[config.mk]
export PLATFORM = sky130hd
export DESIGN_NAME = pipeline_hazard_unit
export DESIGN_NICKNAME = d
export VERILOG_FILES = /design/src/rtl/mips_pipe_pkg.sv /design/src/rtl/hazard_match.sv /design/src/rtl/pipeline_hazard_unit.sv
export SDC_FILE = /design/constraint.sdc
export NUM_CORES = 1
export LEC_CHECK = 0
export BUFFER_PORTS_ARGS = -buffer_cell sky130_fd_sc_hd__buf_4
export CORE_MARGIN = 8
export CORE_UTILIZATION = 53
export CTS_CLUSTER_DIAMETER = 60
export CTS_CLUSTER_SIZE = 28
export DETAILED_ROUTE_END_ITERATION = 8
export MAX_ROUTING_LAYER = met4
export PLACE_DENSITY = 0.84
export REMOVE_ABC_BUFFERS = 1
export SLEW_MARGIN = 20
export SYNTH_ARGS = -nofsm -noshare
export SYNTH_HDL_FRONTEND = slang
export SYNTH_SLANG_ARGS = --single-unit
[constraint.sdc]
create_clock -name clk -period 2.85 [get_ports clk]
set_input_delay 0.57 -clock clk [delete_from_list [all_inputs] [get_ports clk]]
set_output_delay 0.57 -clock clk [all_outputs]
set_load 0.01 [all_outputs]
[src/rtl/mips_pipe_pkg.sv]
// Shared types for the pipeline hazard unit: operand-mux select codes and the
// shadow record that tracks each in-flight instruction through EX, MEM and WB.
package mips_pipe_pkg;

  localparam logic [1:0] FWD_RF  = 2'b00;
  localparam logic [1:0] FWD_WB  = 2'b01;
  localparam logic [1:0] FWD_MEM = 2'b10;

  // Register addresses are zero-extended into a fixed-width field so the record
  // type can live in the package; REG_AW must not exceed this width.
  localparam int unsigned SHADOW_AW = 8;
  typedef logic [SHADOW_AW-1:0] shadow_addr_t;

  typedef struct packed {
    logic         valid;
    shadow_addr_t rs;
    shadow_addr_t rt;
    logic         uses_rs;
    logic         uses_rt;
    shadow_addr_t dst;
    logic         reg_write;
    logic         mem_read;
    logic         mem_write;
  } shadow_entry_t;

  function automatic logic [1:0] fwd_select(input logic i_mem_hit, input logic i_wb_hit);
    if (i_mem_hit) return FWD_MEM;
    if (i_wb_hit)  return FWD_WB;
    return FWD_RF;
  endfunction

endpackage

[src/rtl/hazard_match.sv]
// One producer/consumer comparison: true when the producer writes a non-zero
// register that the consumer actually reads.
module hazard_match
  import mips_pipe_pkg::*;
(
  input  logic                 i_prod_valid,
  input  logic                 i_prod_reg_write,
  input  logic [SHADOW_AW-1:0] i_prod_dst,
  input  logic                 i_cons_valid,
  input  logic                 i_cons_uses,
  input  logic [SHADOW_AW-1:0] i_cons_src,
  output logic                 o_match
);

  assign o_match = i_prod_valid & i_prod_reg_write & i_cons_valid & i_cons_uses &
                   (i_prod_dst != '0) & (i_prod_dst == i_cons_src);

endmodule

[src/rtl/pipeline_hazard_unit.sv]
// Hazard detection and forwarding control for a 5-stage MIPS-style pipeline.
// Shadows the EX/MEM/WB instructions and derives stall/bubble/flush/forward selects.
module pipeline_hazard_unit
  import mips_pipe_pkg::*;
#(
  parameter int REG_AW     = 5,
  parameter int FORWARDING = 1,
  parameter int RF_BYPASS  = 1,
  parameter int CNT_W      = 16
) (
  input  logic              clk,
  input  logic              reset,
  input  logic              id_valid,
  input  logic              id_reg_write,
  input  logic              id_mem_read,
  input  logic              id_mem_write,
  input  logic              id_uses_rs,
  input  logic              id_uses_rt,
  input  logic [REG_AW-1:0] id_rs,
  input  logic [REG_AW-1:0] id_rt,
  input  logic [REG_AW-1:0] id_dst,
  input  logic              redirect,
  output logic              stall,
  output logic              bubble,
  output logic              flush,
  output logic [1:0]        fwd_a,
  output logic [1:0]        fwd_b,
  output logic              fwd_store,
  output logic [CNT_W-1:0]  stall_count
);

  function automatic logic [CNT_W-1:0] sat_inc(input logic [CNT_W-1:0] i_val);
    if (i_val == '1) return i_val;
    return i_val + CNT_W'(1);
  endfunction

  shadow_entry_t    w_id;
  shadow_entry_t    w_id_next;
  shadow_entry_t    r_ex;
  shadow_entry_t    r_mem;
  shadow_entry_t    r_wb;
  shadow_entry_t    w_prod [3];
  logic             w_id_hit [3][2];
  logic             w_ex_hit [2][2];
  logic [2:0]       w_id_any;
  logic             w_hazard;
  logic             w_store_hit;
  logic [CNT_W-1:0] r_stall_count;
  logic             w_unused_wb;

  always_comb begin
    w_id           = '0;
    w_id.valid     = id_valid;
    w_id.rs        = shadow_addr_t'(id_rs);
    w_id.rt        = shadow_addr_t'(id_rt);
    w_id.uses_rs   = id_uses_rs;
    w_id.uses_rt   = id_uses_rt;
    w_id.dst       = shadow_addr_t'(id_dst);
    w_id.reg_write = id_reg_write;
    w_id.mem_read  = id_mem_read;
    w_id.mem_write = id_mem_write;
    w_id_next       = w_id;
    w_id_next.valid = id_valid & ~bubble;
  end

  assign w_prod[0] = r_ex;
  assign w_prod[1] = r_mem;
  assign w_prod[2] = r_wb;

  // ID sources against every in-flight producer
  for (genvar p = 0; p < 3; p++) begin : g_id_prod
    for (genvar s = 0; s < 2; s++) begin : g_src
      hazard_match u_match (
        .i_prod_valid     (w_prod[p].valid),
        .i_prod_reg_write (w_prod[p].reg_write),
        .i_prod_dst       (w_prod[p].dst),
        .i_cons_valid     (w_id.valid),
        .i_cons_uses      ((s == 0) ? w_id.uses_rs : w_id.uses_rt),
        .i_cons_src       ((s == 0) ? w_id.rs : w_id.rt),
        .o_match          (w_id_hit[p][s])
      );
    end
    assign w_id_any[p] = w_id_hit[p][0] | w_id_hit[p][1];
  end

  // EX sources against MEM and WB for the operand muxes
  for (genvar p = 0; p < 2; p++) begin : g_ex_prod
    for (genvar s = 0; s < 2; s++) begin : g_src
      hazard_match u_match (
        .i_prod_valid     (w_prod[p+1].valid),
        .i_prod_reg_write (w_prod[p+1].reg_write),
        .i_prod_dst       (w_prod[p+1].dst),
        .i_cons_valid     (r_ex.valid),
        .i_cons_uses      ((s == 0) ? r_ex.uses_rs : r_ex.uses_rt),
        .i_cons_src       ((s == 0) ? r_ex.rs : r_ex.rt),
        .o_match          (w_ex_hit[p][s])
      );
    end
  end

  // Store data is consumed late in MEM, so the store itself qualifies the rt read.
  hazard_match u_store_match (
    .i_prod_valid     (r_wb.valid),
    .i_prod_reg_write (r_wb.reg_write),
    .i_prod_dst       (r_wb.dst),
    .i_cons_valid     (r_mem.valid),
    .i_cons_uses      (r_mem.mem_write),
    .i_cons_src       (r_mem.rt),
    .o_match          (w_store_hit)
  );

  always_comb begin
    w_hazard = 1'b0;
    fwd_a    = FWD_RF;
    fwd_b    = FWD_RF;
    if (FORWARDING != 0) begin
      w_hazard = r_ex.mem_read & w_id_any[0];
      fwd_a    = fwd_select(w_ex_hit[0][0], w_ex_hit[1][0]);
      fwd_b    = fwd_select(w_ex_hit[0][1], w_ex_hit[1][1]);
    end else begin
      w_hazard = w_id_any[0] | w_id_any[1] | ((RF_BYPASS == 0) & w_id_any[2]);
    end
  end

  // A redirect kills the ID instruction anyway, so it overrides any stall.
  assign stall       = w_hazard & ~redirect;
  assign bubble      = w_hazard | redirect;
  assign flush       = redirect;
  assign fwd_store   = w_store_hit;
  assign stall_count = r_stall_count;
  assign w_unused_wb = ^r_wb;

  // Shadow advance: ID -> EX -> MEM -> WB
  always_ff @(posedge clk) begin
    r_ex  <= w_id_next;
    r_mem <= r_ex;
    r_wb  <= r_mem;
    if (!reset) begin
      r_ex.valid    <= 1'b0;
      r_mem.valid   <= 1'b0;
      r_wb.valid    <= 1'b0;
      r_stall_count <= '0;
    end else if (stall) begin
      r_stall_count <= sat_inc(r_stall_count);
    end
  end

endmodule
==> Word-level counts from Yosys, hierarchy flattened <==
Index checks and enable logic that the tools add are counted.
W data, S select, Z words.
{ "op_classes": {"bitwise_logic": 35, "n_eq_ne": 9, "mux": 18, "n_addsub": 1, "reduce_logical": 4} }
{ "ops": {"columns": ["cell", "count"], "rows": [
  ["$eq A5 B5 Y1", 7],
  ["$and A1 B1 Y1", 31],
  ["$reduce_bool A8 Y1", 3],
  ["$add A16 B1 Y16 const B", 1],
  ["$eq A16 B16 Y1 const B", 1],
  ["$mux W16", 1],
  ["$mux W2", 8],
  ["$mux W1", 9],
  ["$ne A2 B2 Y1 const B", 1],
  ["$not A1 Y1", 2],
  ["$or A1 B1 Y1", 2],
  ["$reduce_and A2 Y1", 1]
]} }
{ "word_totals": {"regBits": 57, "elab_cells": 85} }

==> Logic depth before layout (Yosys ltp) <==
{ "depth": {"depth_word": 12, "mapped_depth": 8} }

==> Cells and area by module <==
A second synthesis with hierarchy kept.
{ "hier_totals": {"hier_cells": 249, "area_unflattened_um2": 2544.9} }
{ "by_module_without_submodules": {"columns": ["module", "instances", "seq_area_each_um2", "area_each_um2", "cells_per_inst"], "rows": [
  ["pipeline_hazard_unit", 1, 1141.1, 1712.9, 144],
  ["hazard_match", 7, 0.0, 118.9, 15]
]} }

==> Worst setup path before layout <==
Ideal clock, no wire load.
{ "synth_path": {"path_type": "register to register", "start": "register r_stall_count[0] (netlist: stall_count[0])", "end": "register r_stall_count[1] (netlist: stall_count[1])", "required_time_ns": 2.721, "setup_time_ns": 0.129, "t_arrival_ns": 2.131, "slack_ns": 0.590, "stages_incl_launch_ff": 9, "path_buffers": 2, "cell_sequence": "dfxtp_1 > ha_1 > inv_1 > or4_4 > o311ai_4 > buf_6 > buf_12 > mux2i_1 > nor2_1"} }
{ "synth_between": {"elab_chain_cells": 6, "elab_cells_between_ends": 8, "classes_between": "add/sub (1); eq/ne (2); mux (4); reduce/logical (1)"} }
{ "synth_rtl": {"columns": ["element", "line_no", "rtl"], "rows": [
  ["from (decl)", "pipeline_hazard_unit.sv:48", "logic [CNT_W-1:0] r_stall_count;"],
  ["from (signal assigned)", "pipeline_hazard_unit.sv:144", "r_stall_count <= sat_inc(r_stall_count);"],
  ["$eq A16 B16 Y1", "pipeline_hazard_unit.sv:33", "if (i_val == '1) return i_val;"],
  ["$mux W1", "pipeline_hazard_unit.sv:33", null],
  ["$mux W1", "pipeline_hazard_unit.sv:143", "end else if (stall) begin"],
  ["$mux W1", "pipeline_hazard_unit.sv:138", "if (!reset) begin"],
  ["$ne A2 B2 Y1 (no line)", null, null],
  ["$reduce_and A2 Y1 (no line)", null, null]
]} }
Parallel ways exist; a longest one is shown, timed or not. The select of a mux whose other input is x is not followed.
A chain may end at the register's enable or synchronous reset.

==> Final worst setup path <==
{ "layout_path": {"start": "register r_mem[3] (netlist bit)", "end": "output fwd_a[0]"} }
{ "layout_between": {"elab_chain_cells": 5, "elab_cells_between_ends": 6, "classes_between": "eq/ne (1); mux (2); bitwise (2); reduce/logical (1)"} }
{ "layout_rtl": {"columns": ["element", "line_no", "rtl"], "rows": [
  ["from (decl)", "pipeline_hazard_unit.sv:40", "shadow_entry_t r_mem;"],
  ["from (signal assigned)", "pipeline_hazard_unit.sv:136", "r_mem <= r_ex;"],
  ["$reduce_bool A8 Y1", "hazard_match.sv:16", "(i_prod_dst != '0) & (i_prod_dst == i_cons_src);"],
  ["$and A1 B1 Y1", "hazard_match.sv:15", "assign o_match = i_prod_valid & i_prod_reg_write & i_cons_valid & i_cons_uses &"],
  ["$and A1 B1 Y1 *", "hazard_match.sv:16", null],
  ["$mux W1 *", "mips_pipe_pkg.sv:27", "if (i_mem_hit) return FWD_MEM;"],
  ["$mux W2 *", "mips_pipe_pkg.sv:28", "if (i_wb_hit) return FWD_WB;"],
  ["to (decl)", "pipeline_hazard_unit.sv:26", "output logic [1:0] fwd_a,"]
]} }
Every way passes the cells marked *; elsewhere a longest branch is shown, timed or not.

==> results.cfg <==
[power_and_ir_drop]
pwr-share-comb_pct = 5.1
seqPwrFrac_pct = 48.4
p_int_uw = 1410
p_leak_uw = 0.00105
peakVddDrop_mv = 0.456
cellPowerDensity_nw_per_um2 = 647
p_sw_uw = 360
swShare_pct = 20.3
pwr-share-clk_pct = 46.5

[setup_path]
end_kind = output pin
cp.depth = 5
path_buf_inv = 1
worstSetupPathType = register to output pin
reg2reg_from = stall_count[0]$_SDFFE_PN0P_
required_ps = 2280
critPathMaxFanout = 4
r2r_slack_ps = 560
rr_endpoint = stall_count[1]$_SDFFE_PN0P_
slowest_delay_ps = 540
cpMostUsedCell = nor3_1
cp.arrival_ps = 1980
slowest_stage = or4_1
critical_path.cell_chain = or4_1 -> o2111ai_1 -> nor3_1 -> nor3_1 -> buf_4
start_kind = register
reg2reg_depth = 7
cp_top_family = simple AND/OR/NAND/NOR gates

[placement]
place.gp.congestion = 0.839
dp_hpwl_mm = 3.40
port_buffers = 47

[die]
dieWidth_um = 79.8
die_area_um2 = 6370
die_h_um = 79.8
coreArea_um2 = 3970
std_cell_rows = 23
io_pins = 48
start_util_pct = 54.3

[timing]
worst_pin_slew_ps = 539
finClkSkew_ps = 4.87
fmax_ghz = 0.393
rsz0062_at_grt = false
drv_slew = 0
setup_viol = 0
hold_viol = 0
maxSlewHeadroom_pct = 64.0
final.min_clock_period_ps = 2550
setup_tns_ps = 0
min_period_over_period_pct = 89.4

[global_routing]
grt_max_degree = 29
grt_pass1_wl_mm = 7.98
grt_pass1_vias = 1705
antenna_found_initial = 0
grt.total_usage_pct = 16.7
grt_overflow_total = 0

[final_layout]
antennaDiodeCount = 0
layout.nets = 284
nFillCells = 302
seqCellArea_um2 = 1140
multiInputGateArea_um2 = 943
final_util_pct = 69.0
drive_above_1_share_pct = 25.6
syn_to_final_growth_pct = 27.0

[synth]
synth_edf_count = 0
synth_area_um2 = 2160
syn_inst = 206
synth_seq_cells = 57
synth.distinct_cells = 38
ys_seq_area_share_pct = 52.9
synth_ff_type = dfxtp_1
ys_warn_count = 0
synth_area_per_cell_um2 = 10.5
async_flop_share_pct = 0

[flow_run]
cap_viol_max_count = 0

[clock_tree]
postCtsHoldBufs = 0
cts-root-buf = clkbuf_8
worstSkewPairLatency_ps = 330
cts_buffers = 9
post_cts.repair.setup_buffers = 0
cts_resized = 0
cts_tree = yes
path_clk_slew_ps = 60
clk_path_buf_depth = 2
htree_num_levels = 3
cts.sinks = 57

[drt]
drt_wl_total_mm = 4.76
wl_per_cell_um = 15.3
drt-pass1-iter-count = 4
ant_nets = 0
first_iter_violations = 99
vias = 1673
drc = 0
vias_per_cell = 5.36

[hold_path]
hold_path.class = register to register
worstHoldPathCells = 0
min_to = r_mem[0]$_DFF_P_
hp-start = r_ex[0]$_DFF_P_

[status]
run_status = finished, final reports clean
## Yosys cell counts, types with 3 or more instances
master,n,share of area (%)
o31ai_1,3,1.0
inv_1,4,0.70
a21oi_1,12,2.8
nand2_1,14,2.4
xor2_1,10,4.1
nor2_1,5,0.87
nand3_1,5,1.2
or3_1,11,3.2
o21ai_1,9,2.1
or4_1,4,1.4
and2_1,3,0.87
nand4_1,10,2.9
dfxtp_1,57,53
xnor2_1,26,11
nor4_1,3,0.87
buf_4,3,1.0
nor3_1,6,1.4
## cell usage in the layout (no fill, tap or decap), types with 2 or more instances in the layout
| cell type | count |
|---|---|
| bufinv_16 | 2 |
| clkbuf_8 | 11 |
| a21oi_1 | 12 |
| or4_1 | 4 |
| dfxtp_1 | 57 |
| nand4_1 | 10 |
| or3_1 | 11 |
| xor2_1 | 10 |
| nand2_1 | 14 |
| and2_1 | 3 |
| xnor2_1 | 26 |
| buf_4 | 48 |
| nand3_1 | 5 |
| o21ai_1 | 9 |
| o31ai_1 | 3 |
| nor3_1 | 6 |
| nor2_1 | 5 |
| nor4_1 | 3 |
| inv_1 | 4 |
## area by class of cell
class / instances / area share, %
Sequential cell: 57 / 41.7
Multi-Input combinational cell: 139 / 34.4
Timing Repair Buffer: 48 / 13.2
Clock buffer: 11 / 5.53
Clock inverter: 3 / 2.38
Tap cell: 50 / 2.28
Inverter: 4 / 0.548
## worst max-delay path by stage
| stage | end | from |
|---|---|---|
| final | fwd_a[0] | r_mem[3]$_DFF_P_ |
| after global routing | fwd_a[0] | r_mem[3]$_DFF_P_ |
| after CTS | fwd_a[0] | r_mem[3]$_DFF_P_ |
| after detailed placement | stall_count[9]$_SDFFE_PN0P_ | id_rt[0] |
| after global placement | stall_count[11]$_SDFFE_PN0P_ | id_rt[4] |
| after floorplan | stall_count[1]$_SDFFE_PN0P_ | stall_count[0]$_SDFFE_PN0P_ |
## state kept, by name, indices dropped and copies added, names as in the netlist
| signal | flops |
|---|---|
| r_ex | 21 |
| r_mem | 13 |
| r_wb | 7 |
| stall_count | 16 |
## power groups by stage
stage               sequential (µW)  combinational, µW  clock, µW
floorplan                       866               51.2          0
detailed placement              874               90.5          0
global placement                873               88.3          0
global route                    861               99.3        881
finish                          857               91.0        824
CTS                             857               92.2        831
## metrics by stage
stage	cells	setup slack (ps)	instance area, µm²	hold slack, ps	power [µW]
CTS	312	287	2740	328	1780
finish	312	303	2740	335	1770
floorplan	200	501	2100	310	917
global placement	298	473	2520	313	962
detailed placement	298	424	2520	320	965
global route	312	107	2740	314	1840
## metal layers
metal | global-route usage, % | vias up | wire [µm]
li1 | - | 839 | -
met1 | 18.5 | 771 | 2130
met2 | 24.1 | 50 | 2190
met3 | 8.56 | 13 | 318
met4 | 8.73 | 0 | 129
met5 | - | - | 0
## logic make-up (layout without fill, tap and decap cells)
logic type	count (synthesis)	after routing	synth area share, %
XOR/XNOR	36	36	14.6
AND/OR/NAND/NOR	68	68	17.9
AO/OA/AOI/OAI	33	33	10.2
buffers and inverters	10	66	3.36
adder cells (fa/ha/maj)	1	1	0.580
multiplexers	1	1	0.464
flip-flops	57	57	52.9
Note: power is estimated with default switching activity, not from simulation.
